==> src/rtl/skid_register_pkg.sv <==
// Shared definitions for the skid_register elastic stage: state encoding,
// default data width and the registered-state output decode.
package skid_register_pkg;

   localparam int DEFAULT_WIDTH = 32;

   typedef enum logic [1:0] {
      ST_EMPTY = 2'd0,
      ST_BUSY  = 2'd1,
      ST_FULL  = 2'd2
   } state_e;

   // The unused encoding 3 reads as an empty stage.
   function automatic logic [1:0] occupancy_of(input state_e s);
      case (s)
         ST_BUSY: return 2'd1;
         ST_FULL: return 2'd2;
         default: return 2'd0;
      endcase
   endfunction

endpackage

==> src/rtl/skid_register_we_reg.sv <==
// Plain write-enable register with asynchronous active-high clear, used for
// both the main and the skid storage of skid_register.
module skid_register_we_reg #(
   parameter int WIDTH = 32
) (
   input  logic             clk,
   input  logic             rst,
   input  logic             we,
   input  logic [WIDTH-1:0] d,
   output logic [WIDTH-1:0] q
);

   // NOTE: sequential state uses non-blocking assignments so every register
   // samples pre-edge values regardless of process ordering.
   always_ff @(posedge clk or posedge rst) begin
      if (rst) begin
         q <= '0;
      end else if (we) begin
         q <= d;
      end
   end

endmodule

==> src/rtl/skid_register.sv <==
// Two-entry elastic register: valid/ready on both sides, outputs decoded only
// from registered state so out_ready never reaches in_ready combinationally.
module skid_register
   import skid_register_pkg::*;
#(
   parameter int WIDTH = DEFAULT_WIDTH
) (
   input  logic             CLK,
   input  logic             RST,
   input  logic [WIDTH-1:0] Din,
   input  logic             in_valid,
   output logic             in_ready,
   output logic [WIDTH-1:0] Dout,
   output logic             out_valid,
   input  logic             out_ready,
   output logic [1:0]       occupancy
);

   state_e           state_q;
   state_e           state_d;
   logic             acc;
   logic             tak;
   logic             main_we;
   logic             skid_we;
   logic             main_from_skid;
   logic [WIDTH-1:0] main_d;
   logic [WIDTH-1:0] main_q;
   logic [WIDTH-1:0] skid_q;

   assign occupancy = occupancy_of(state_q);
   assign out_valid = (occupancy != 2'd0);
   assign in_ready  = (occupancy != 2'd2);
   assign Dout      = main_q;

   assign acc = in_valid & in_ready;
   assign tak = out_valid & out_ready;

   always_ff @(posedge CLK or posedge RST) begin
      if (RST) begin
         state_q <= ST_EMPTY;
      end else begin
         state_q <= state_d;
      end
   end

   // NOTE: every output of this block gets a default first so no path can
   // leave one unassigned and infer a latch.
   always_comb begin
      state_d        = state_q;
      main_we        = 1'b0;
      skid_we        = 1'b0;
      main_from_skid = 1'b0;
      case (state_q)
         ST_BUSY: begin
            if (acc && tak) begin
               main_we = 1'b1;
            end else if (acc) begin
               skid_we = 1'b1;
               state_d = ST_FULL;
            end else if (tak) begin
               state_d = ST_EMPTY;
            end
         end
         ST_FULL: begin
            if (tak) begin
               main_we        = 1'b1;
               main_from_skid = 1'b1;
               state_d        = ST_BUSY;
            end
         end
         default: begin
            // Empty (and the illegal encoding): only a valid input moves state,
            // so an X on Din while in_valid is low never reaches storage.
            if (acc) begin
               main_we = 1'b1;
               state_d = ST_BUSY;
            end
         end
      endcase
   end

   assign main_d = main_from_skid ? skid_q : Din;

   skid_register_we_reg #(.WIDTH(WIDTH)) u_main (
      .clk (CLK),
      .rst (RST),
      .we  (main_we),
      .d   (main_d),
      .q   (main_q)
   );

   skid_register_we_reg #(.WIDTH(WIDTH)) u_skid (
      .clk (CLK),
      .rst (RST),
      .we  (skid_we),
      .d   (Din),
      .q   (skid_q)
   );

endmodule
==> config.mk <==
export PLATFORM = sky130hd
export DESIGN_NAME = skid_register
export DESIGN_NICKNAME = d
export VERILOG_FILES = /design/src/rtl/skid_register_pkg.sv /design/src/rtl/skid_register_we_reg.sv /design/src/rtl/skid_register.sv
export SDC_FILE = /design/constraint.sdc
export NUM_CORES = 1
export LEC_CHECK = 0
export CAP_MARGIN = 20
export CORE_ASPECT_RATIO = 1.25
export CORE_MARGIN = 1.5
export CORE_UTILIZATION = 35
export CTS_CLUSTER_DIAMETER = 60
export DETAILED_ROUTE_END_ITERATION = 8
export PLACE_DENSITY_LB_ADDON = 0.3
export SYNTH_ARGS = -nofsm -noshare
export SYNTH_HDL_FRONTEND = slang
export SYNTH_SLANG_ARGS = --single-unit
==> constraint.sdc <==
create_clock -name CLK -period 2.5 [get_ports CLK]
set_input_delay 0.25 -clock CLK [delete_from_list [all_inputs] [get_ports CLK]]
set_output_delay 0.25 -clock CLK [all_outputs]
set_load 0.02 [all_outputs]
; Word level (Yosys, flattened, before mapping)
; Cells that the tools add are included.
[word_totals]
input_bits = 36
word_cells = 30
regBits = 66
output_inout_bits = 36
[op_classes]
mux = 15
bitwise_logic = 2
reduce_logical = 4
eq_ne = 6
[op_table]
columns = cell, n
row1 = 2-to-1 mux 32 bit, 1
row2 = 2-to-1 mux 2 bit, 5
row3 = one-hot mux 2 bit (2 select lines), 2
row4 = 2-to-1 mux 1 bit, 6
row5 = inequality test 2 bit (second input constant), 3
row6 = AND reduction 4 bit, 1
row7 = inequality test 3 bit (second input constant), 1
row8 = nonzero test 3 bit, 1
row9 = AND 1 bit, 2
row10 = equality test 2 x 1 -> 1 bit (second input constant), 1
row11 = equality test 2 bit (second input constant), 1
row12 = one-hot mux 1 bit (2 select lines), 1
row13 = nonzero test 2 bit, 1
row14 = logical AND 1 bit, 1

; Logic depth before layout (Yosys ltp)
; Gate-level depths: netlist of run 1.
[depth]
ltp_word = 8
depth_mapped = 7

; Cells and area by module
; Synthesis of run 1 repeated with hierarchy kept, for this count alone.
[hier_totals]
cells_unflattened = 201
hier_area_um2 = 3425.8
[by_module_without_submodules]
columns = mod, area_per_inst_um2, instances, cells_each, seq_area_each_um2
row1 = skid_register_we_reg, 1348.8, 2, 69, 800.8
row2 = skid_register, 728.2, 1, 63, 50.0

; Least setup slack after synthesis of run 1
; No wires, ideal clock.
[synth_path]
kind = reg-to-reg
start = register state_q[0]
end = register u_skid.q[0]
path_buffers = 1
path_stages_with_launch = 8
synth_period_minus_slack_ns = 1.856
required_ns = 2.375
setup_slack_ns = 0.644
arrival_time_ns = 1.732
path_cell_list = dfrtp_1 inv_1 ha_1 and2b_1 nand2_1 a21oi_4 buf_6 mux2_2
[synth_between]
elab_chain_len = 7
elab_cells_between_ends = 11
cone_classes = eq/ne: 3 / mux: 4 / bitwise: 2 / reduce/logical: 2
[synth_rtl]
columns = item, line
row1 = from (decl), skid_register.sv:19  ; state_e state_q;
row2 = from (signal assigned), skid_register.sv:42  ; state_q <= state_d;
row3 = equality test 2 bit or equality test 2 x 1 -> 1 bit (tied branches), skid_register_pkg.sv:15  ; case (s)
row4 = one-hot mux 2 bit (2 select lines) *, skid_register_pkg.sv:15
row5 = net occupancy[1], skid_register.sv:16  ; output logic [1:0] occupancy
row6 = inequality test 2 bit or nonzero test 2 bit (tied branches), "skid_register.sv:32, skid_register.sv:31"
row7 = "AND 1 bit, on equally long branches", "skid_register.sv:35, skid_register.sv:36"
row8 = 2-to-1 mux 1 bit or logical AND 1 bit (tied branches), "skid_register.sv:57, skid_register.sv:55"
row9 = 2-to-1 mux 1 bit *, skid_register.sv:55  ; if (acc && tak) begin
row10 = 2-to-1 mux 1 bit *, skid_register.sv:53  ; case (state_q)
row11 = to (signal assigned), skid_register_we_reg.sv:17  ; q <= '0;
row12 = to (signal assigned), skid_register_we_reg.sv:19  ; q <= d;
row13 = to (decl), skid_register_we_reg.sv:10  ; output logic [WIDTH-1:0] q
; The timed path passes the listed nets; every way through them passes the cells marked *.
; A chain may end at the register's enable or synchronous reset.

; Worst setup path after layout of run 1
[layout_path]
start = register state_q[0]
end = output out_valid
[layout_between]
elab_chain_len = 3
elab_cells_between_ends = 4
cone_classes = eq/ne: 2 / mux: 1 / reduce/logical: 1
[layout_rtl]
columns = item, line
row1 = equality test 2 bit or equality test 2 x 1 -> 1 bit (tied branches), skid_register_pkg.sv:15
row2 = one-hot mux 2 bit (2 select lines) *, skid_register_pkg.sv:15
row3 = nonzero test 2 bit *, skid_register.sv:31  ; assign out_valid = (occupancy != 2'd0);
row4 = to (decl), skid_register.sv:14  ; output logic out_valid,
; Mark *: on every way between the ends. The rest lies on a longest branch, timed or not.

==> results of run 1 <==
## worst max path at each step
| stage | to | slack (ns) | cells past startpoint |
|---|---|---|---|
| floorplan | state_q[0] | 0.60 | 1 |
| global placement | u_skid.q[24] | 0.54 | 6 |
| detailed placement | u_skid.q[22] | 0.49 | 6 |
| CTS | out_valid | 0.30 | 4 |
| global route | out_valid | 0.24 | 4 |
| finish | out_valid | 0.33 | 4 |
## critical path, cell delays in order (launching register included)
cell	delay, ns
dfrtp_1	0.38
inv_1	0.07
ha_1	0.35
inv_1	0.17
clkdlybuf4s50_1	0.63
## metal layers
metal  track usage [%]  vias to the layer above
li1                  -                      959
met1             17.28                      970
met3             3.968                        9
met2             22.51                       38
met4             6.674                        0
met5                 0                        -
## logic make-up (layout without fill, tap and decap cells)
group | after synthesis | in the layout | synth area share (%)
simple gates | 42 | 42 | 6.359
buf+inv | 19 | 100 | 3.615
fa+ha+maj | 3 | 3 | 1.307
flops | 66 | 66 | 57.49
compound gates | 39 | 39 | 7.535
mux | 64 | 64 | 23.69
## cell usage in the layout, fill, tap and decap left out, types with 2 or more instances in the layout
master	n
clkbuf_8	10
mux2_2	28
buf_4	3
a21oi_1	32
inv_1	6
nand3b_1	2
clkinvlp_4	2
clkdlybuf4s50_1	71
ha_1	3
bufinv_16	2
dfrtp_1	66
o21ai_0	4
nor2_1	33
mux2_1	4
mux2i_1	32
a32o_1	2
buf_12	3
## power by group
part / switching, mW / leakage (nW) / internal, mW
logic: 1.16 / 0.949 / 1.15
registers: 0.272 / 0.756 / 1.62
clock network: 0.419 / 0.109 / 0.590
total: 1.85 / 1.81 / 3.35
## sequential cells by signal, indices dropped and copies added, names as in the netlist
| register | flops |
|---|---|
| state_q | 2 |
| u_main.q | 32 |
| u_skid.q | 32 |
## layout make-up
| type | instances | area (um2) | share of cell area, % |
|---|---|---|---|
| Multi-Input combinational cell | 148 | 1120 | 28.45 |
| Tap cell | 95 | 118.9 | 3.020 |
| Clock inverter | 6 | 88.84 | 2.257 |
| Sequential cell | 66 | 1652 | 41.96 |
| Inverter | 7 | 26.28 | 0.6675 |
| Timing Repair Buffer | 77 | 793.3 | 20.15 |
| Clock buffer | 10 | 137.6 | 3.496 |
==> run summary, run 1 <==
minimum clock period: 2.175 ns
Most used DFF post-synth: dfrtp_1
max-slew violations: 0
final worst slack: 0.3252 ns
1st-pass router iterations: 3
worst min-delay path class: in2async
leak pwr: 1.814 nW
final setup violation count: 0
critical path data arrival time: 1.92 ns
grt ovf: 0
vias in the first global route: 2,022
post_cts resized: 0
DP Area: 3710 um2
Longest Clk Path Bufs: 2
post-synth top area cell: dfrtp_1
Total Nets Final: 348
area delta synth->final: 37.02%
met2 wire length: 2.895 mm
top-area cell type share of the netlist area: 57.49%
MaxCap Viol Count: 0
Rel. slew slack: 64.73%
drt wl/cell: 14.27 um
cts hold-fix bufs: 0
r2r setup slk: 0.54 ns
layout cell share with drive strength beyond 1: 17.20%
Post-CTS Setup Bufs: 0
Tot GR Track Use: 14.02%
pre-CTS setup slack: 0.4924 ns
post-synth cell types: 22
worst-case vdd ir drop: 713.2 uV
Seq cells post-synth: 66
critical path class: reg2out
Worst R2R Path Depth: 7
DR vias: 1,976
Avg Cell Area, Syn: 12.33 um2
worst-margin pin slew: 0.5283 ns
DIE WIDTH: 84.03 um
Hold WS: 0.2759 ns
initial antenna violation count: 0
Final Hold Fails: 0
crit path launch type: register
# DRC: 0
Reg2Reg Capture Point: u_skid.q[25]
critical path fanouts, max: 4
Post-Route M1 WL: 2.575 mm
Ports: 72
Final Cell Area: 3936 um2
asr flop ratio synth: 100.0%
Clk pin slew, worst setup/hold paths: 0.07 ns
Antenna Nets Post-Route: 0
hpwl dp: 3.910 mm
TNS Setup: 0 ns
Root Buffer: clkbuf_8
Core Region: 7883 um2
CP startpoint: state_q[0]
met3 WL: 257 um
die area: 8763 um2
first-pass GRT wire length: 9.639 mm
highest clock rate: 459.8 MHz
clock sinks: 66
synth top area cells: dfrtp_1, mux2i_1, mux2_2
Syn Inst Count: 233
launch point of the worst reg-to-reg path: state_q[0]
PwrDens: 1323 nW/um2
most common cell in the netlist: dfrtp_1
Synthesis Warnings: 0
Final Cycle Share: 86.99%
Ant. Diodes: 0
fillers: 714
H-tree depth: 3
Starting Density: 36.44%
Placed Cells: 393
outcome: complete, no violations
Skew-Pair Late Insertion Delay: 0.34 ns
sequential area share after synthesis: 57.49%
top sig layer: met4
Setup Skew: 0.01158 ns
Net Count, Synth: 272
Post-Layout Cell Count: 409
largest net degree at the start of global routing: 49
number of placement rows: 36
RSZ-0062 raised after global routing: no
1st-iter DRT viols: 62
PortBufs: 71
DIE HEIGHT: 104.3 um
Core Util, Final: 49.94%
CTS buffer count: 9
Synth top cells by count: dfrtp_1, nor2_1, a21oi_1, mux2i_1, mux2_2
detailed-route wire length: 5.836 mm
Worst EP required: 2.25 ns
endpoint type of the worst setup path: output pin
GP Congestion: 0.7215
Mapped Area: 2873 um2
number of synthesized flops with an enable pin: 0
Power Total: 5.208 mW
Via density: 4.831
CTS tree: built
Power figures use the tool's default switching activity.
==> run 2, diff against run 1 <==
GPL_TIMING_DRIVEN = 0   (was unset)
MAX_ROUTING_LAYER = met4   (was unset)
clock period = 2.6 ns   (was 2.5 ns; I/O delays follow)
==> run 2 against run 1 <==
Against the previous run: combinational power shrank 2%; total power decreased by 7.6%; cell area decreased by 1.3%; non-clock buffer count up 7; highest routed layer unchanged.
==> run summary, run 2 (same netlist as run 1, synthesis figures left out) <==
highest clock rate: 462.8 MHz
largest net degree at the start of global routing: 37 (was 49)
Antenna Nets Post-Route: 0 (unchanged)
initial antenna violation count: 0 (unchanged)
Pint: 3.005 mW (was 3.354 mW)
commonest non-fill, non-tap cell in the layout: clkdlybuf4s50_1 (unchanged)
DIE HEIGHT: 104.3 um (unchanged)
CTS tree: built (unchanged)
final setup violation count: 0 (unchanged)
Tot GR Track Use: 15.47% (was 14.02%)
layout cell share with drive strength beyond 1: 17.13% (was 17.20%)
PortBufs: 71 (unchanged)
share of power burned in registers: 37.7% (was 36.3%)
worst-margin pin slew: 0.6779 ns (was 0.5283 ns)
area delta synth->final: 35.24% (was 37.02%)
DIE WIDTH: 84.03 um (unchanged)
cell repeated most along the worst path: inv_1 (unchanged)
Setup Skew: 0.01141 ns (was 0.01158 ns)
fillers: 703 (was 714)
Ports: 72 (unchanged)
critical path data arrival time: 1.90 ns (was 1.92 ns)
hpwl dp: 4.216 mm (was 3.910 mm)
final worst slack: 0.4393 ns (was 0.3252 ns)
clock sinks: 66 (unchanged)
Comb pwr share: 47.1% (was 44.4%)
leak pwr: 1.798 nW (was 1.814 nW)
launch point of the worst reg-to-reg path: state_q[0] (unchanged)
Placed Cells: 400 (was 393)
Post-Layout Cell Count: 416 (was 409)
footprint of the multi-input gates: 1117 um2 (was 1120 um2)
Clock Power Share: 15.3% (was 19.4%)
Skew-Pair Late Insertion Delay: 0.34 ns (about the same)
pre-CTS setup slack: 0.5805 ns (was 0.4924 ns)
Max stage delay cell, worst path: clkdlybuf4s50_1 (unchanged)
Via density: 4.911 (was 4.831)
switching part of the total: 37.53% (was 35.61%)
Clk pin slew, worst setup/hold paths: 0.07 ns (about the same)
grt ovf: 0 (unchanged)
Total Nets Final: 355 (was 348)
commonest non-fill, non-tap cells in the layout: clkdlybuf4s50_1, dfrtp_1, nor2_1 (unchanged)
# DRC: 0 (unchanged)
H-tree depth: 3 (unchanged)
outcome: complete, no violations (unchanged)
critical path class: reg2out (unchanged)
CTS buffer count: 9 (unchanged)
worst-path cell chain: inv_1, ha_1, inv_1, clkdlybuf4s50_1 (unchanged)
worst min-delay path class: in2async (unchanged)
minimum clock period: 2.161 ns
cts hold-fix bufs: 0 (unchanged)
max-slew violations: 0 (unchanged)
largest registers: u_main.q x32, u_skid.q x32, state_q x2 (unchanged)
Post-CTS Setup Bufs: 0 (unchanged)
Worst EP required: 2.34 ns (was 2.25 ns)
die area: 8763 um2 (unchanged)
Ant. Diodes: 0 (unchanged)
Rel. slew slack: 54.74% (was 64.73%)
CP startpoint: state_q[0] (unchanged)
detailed-route wire length: 6.080 mm (was 5.836 mm)
1st-pass router iterations: 6 (was 3)
Root Buffer: clkbuf_8 (unchanged)
vias in the first global route: 2,084 (was 2,022)
Psw: 1.806 mW (was 1.855 mW)
Buf/Inv on CP: 3 (unchanged)
Final Cell Area: 3885 um2 (was 3936 um2)
r2r setup slk: 0.63 ns (was 0.54 ns)
Power Total: 4.811 mW (was 5.208 mW)
register area: 1652 um2 (unchanged)
1st-iter DRT viols: 113 (was 62)
Final Hold Fails: 0 (unchanged)
Starting Density: 36.44% (unchanged)
number of placement rows: 36 (unchanged)
endpoint type of the worst setup path: output pin (unchanged)
Reg2Reg Capture Point: u_skid.q[19] (was u_skid.q[25])
RSZ-0062 raised after global routing: no (unchanged)
worst-case vdd ir drop: 516.7 uV (was 713.2 uV)
crit-path max cell delay: 0.63 ns (about the same)
PwrDens: 1238 nW/um2 (was 1323 nW/um2)
delay-heaviest family, CP: buffers and inverters (unchanged)
Core Region: 7883 um2 (unchanged)
DR vias: 2,043 (was 1,976)
drt wl/cell: 14.62 um (was 14.27 um)
MaxCap Viol Count: 0 (unchanged)
DP Area: 3722 um2 (was 3710 um2)
GP Congestion: 0.7838 (was 0.7215)
critical path fanouts, max: 4 (unchanged)
crit path launch type: register (unchanged)
Final Cycle Share: 83.10%
Longest Clk Path Bufs: 2 (unchanged)
Worst R2R Path Depth: 7 (unchanged)
post_cts resized: 0 (unchanged)
first-pass GRT wire length: 10.21 mm (was 9.639 mm)
-- run 2: power groups by stage --
stage	logic, mW	clock network [mW]	registers [mW]
after floorplan	1.11	0	2.09
after global placement	2.25	0	1.82
after detailed placement	2.30	0	1.83
after CTS	2.30	0.766	1.82
after global routing	2.47	0.809	1.89
final	2.26	0.734	1.81
-- run 2: worst max path at each step --
stage	end	slack, ns	cells past startpoint
2_1_floorplan	state_q[0]	0.69	1
3_3_place_gp	u_skid.q[28]	-0.47	2
3_5_place_dp	u_main.q[10]	0.58	5
4_1_cts	out_valid	0.41	4
5_1_grt	out_valid	0.35	4
6_report	out_valid	0.44	4
-- run 2: per-layer routing --
metal | share of wire (%) | routed length [um] | vias to the layer above | track usage, %
met5 | 0 | 0 | - | -
met4 | 2.1 | 127 | 0 | 7.728
met3 | 3.8 | 234 | 9 | 3.968
met2 | 49 | 2978 | 52 | 24.34
met1 | 45 | 2739 | 1007 | 18.30
li1 | - | - | 975 | -
-- run 2: final cells by class --
| cell class | instances | share of cell area [%] |
|---|---|---|
| multi-input combinational | 148 | 28.76 |
| clock buffer | 11 | 3.382 |
| tap | 95 | 3.060 |
| inverter | 7 | 0.6763 |
| sequential | 66 | 42.51 |
| buffer | 12 | 1.997 |
| clock inverter | 5 | 0.8052 |
| timing repair buffer | 72 | 18.81 |
-- run 2: through the flow --
stage	util, %	hold WS (ns)	setup TNS [ns]
after CTS	49.29	0.3615	0
after global placement	46.97	0.4673	-30.92
after detailed placement	47.22	0.4790	0
final	49.29	0.3498	0
after global routing	49.29	0.4168	0
after floorplan	-	0.3947	0
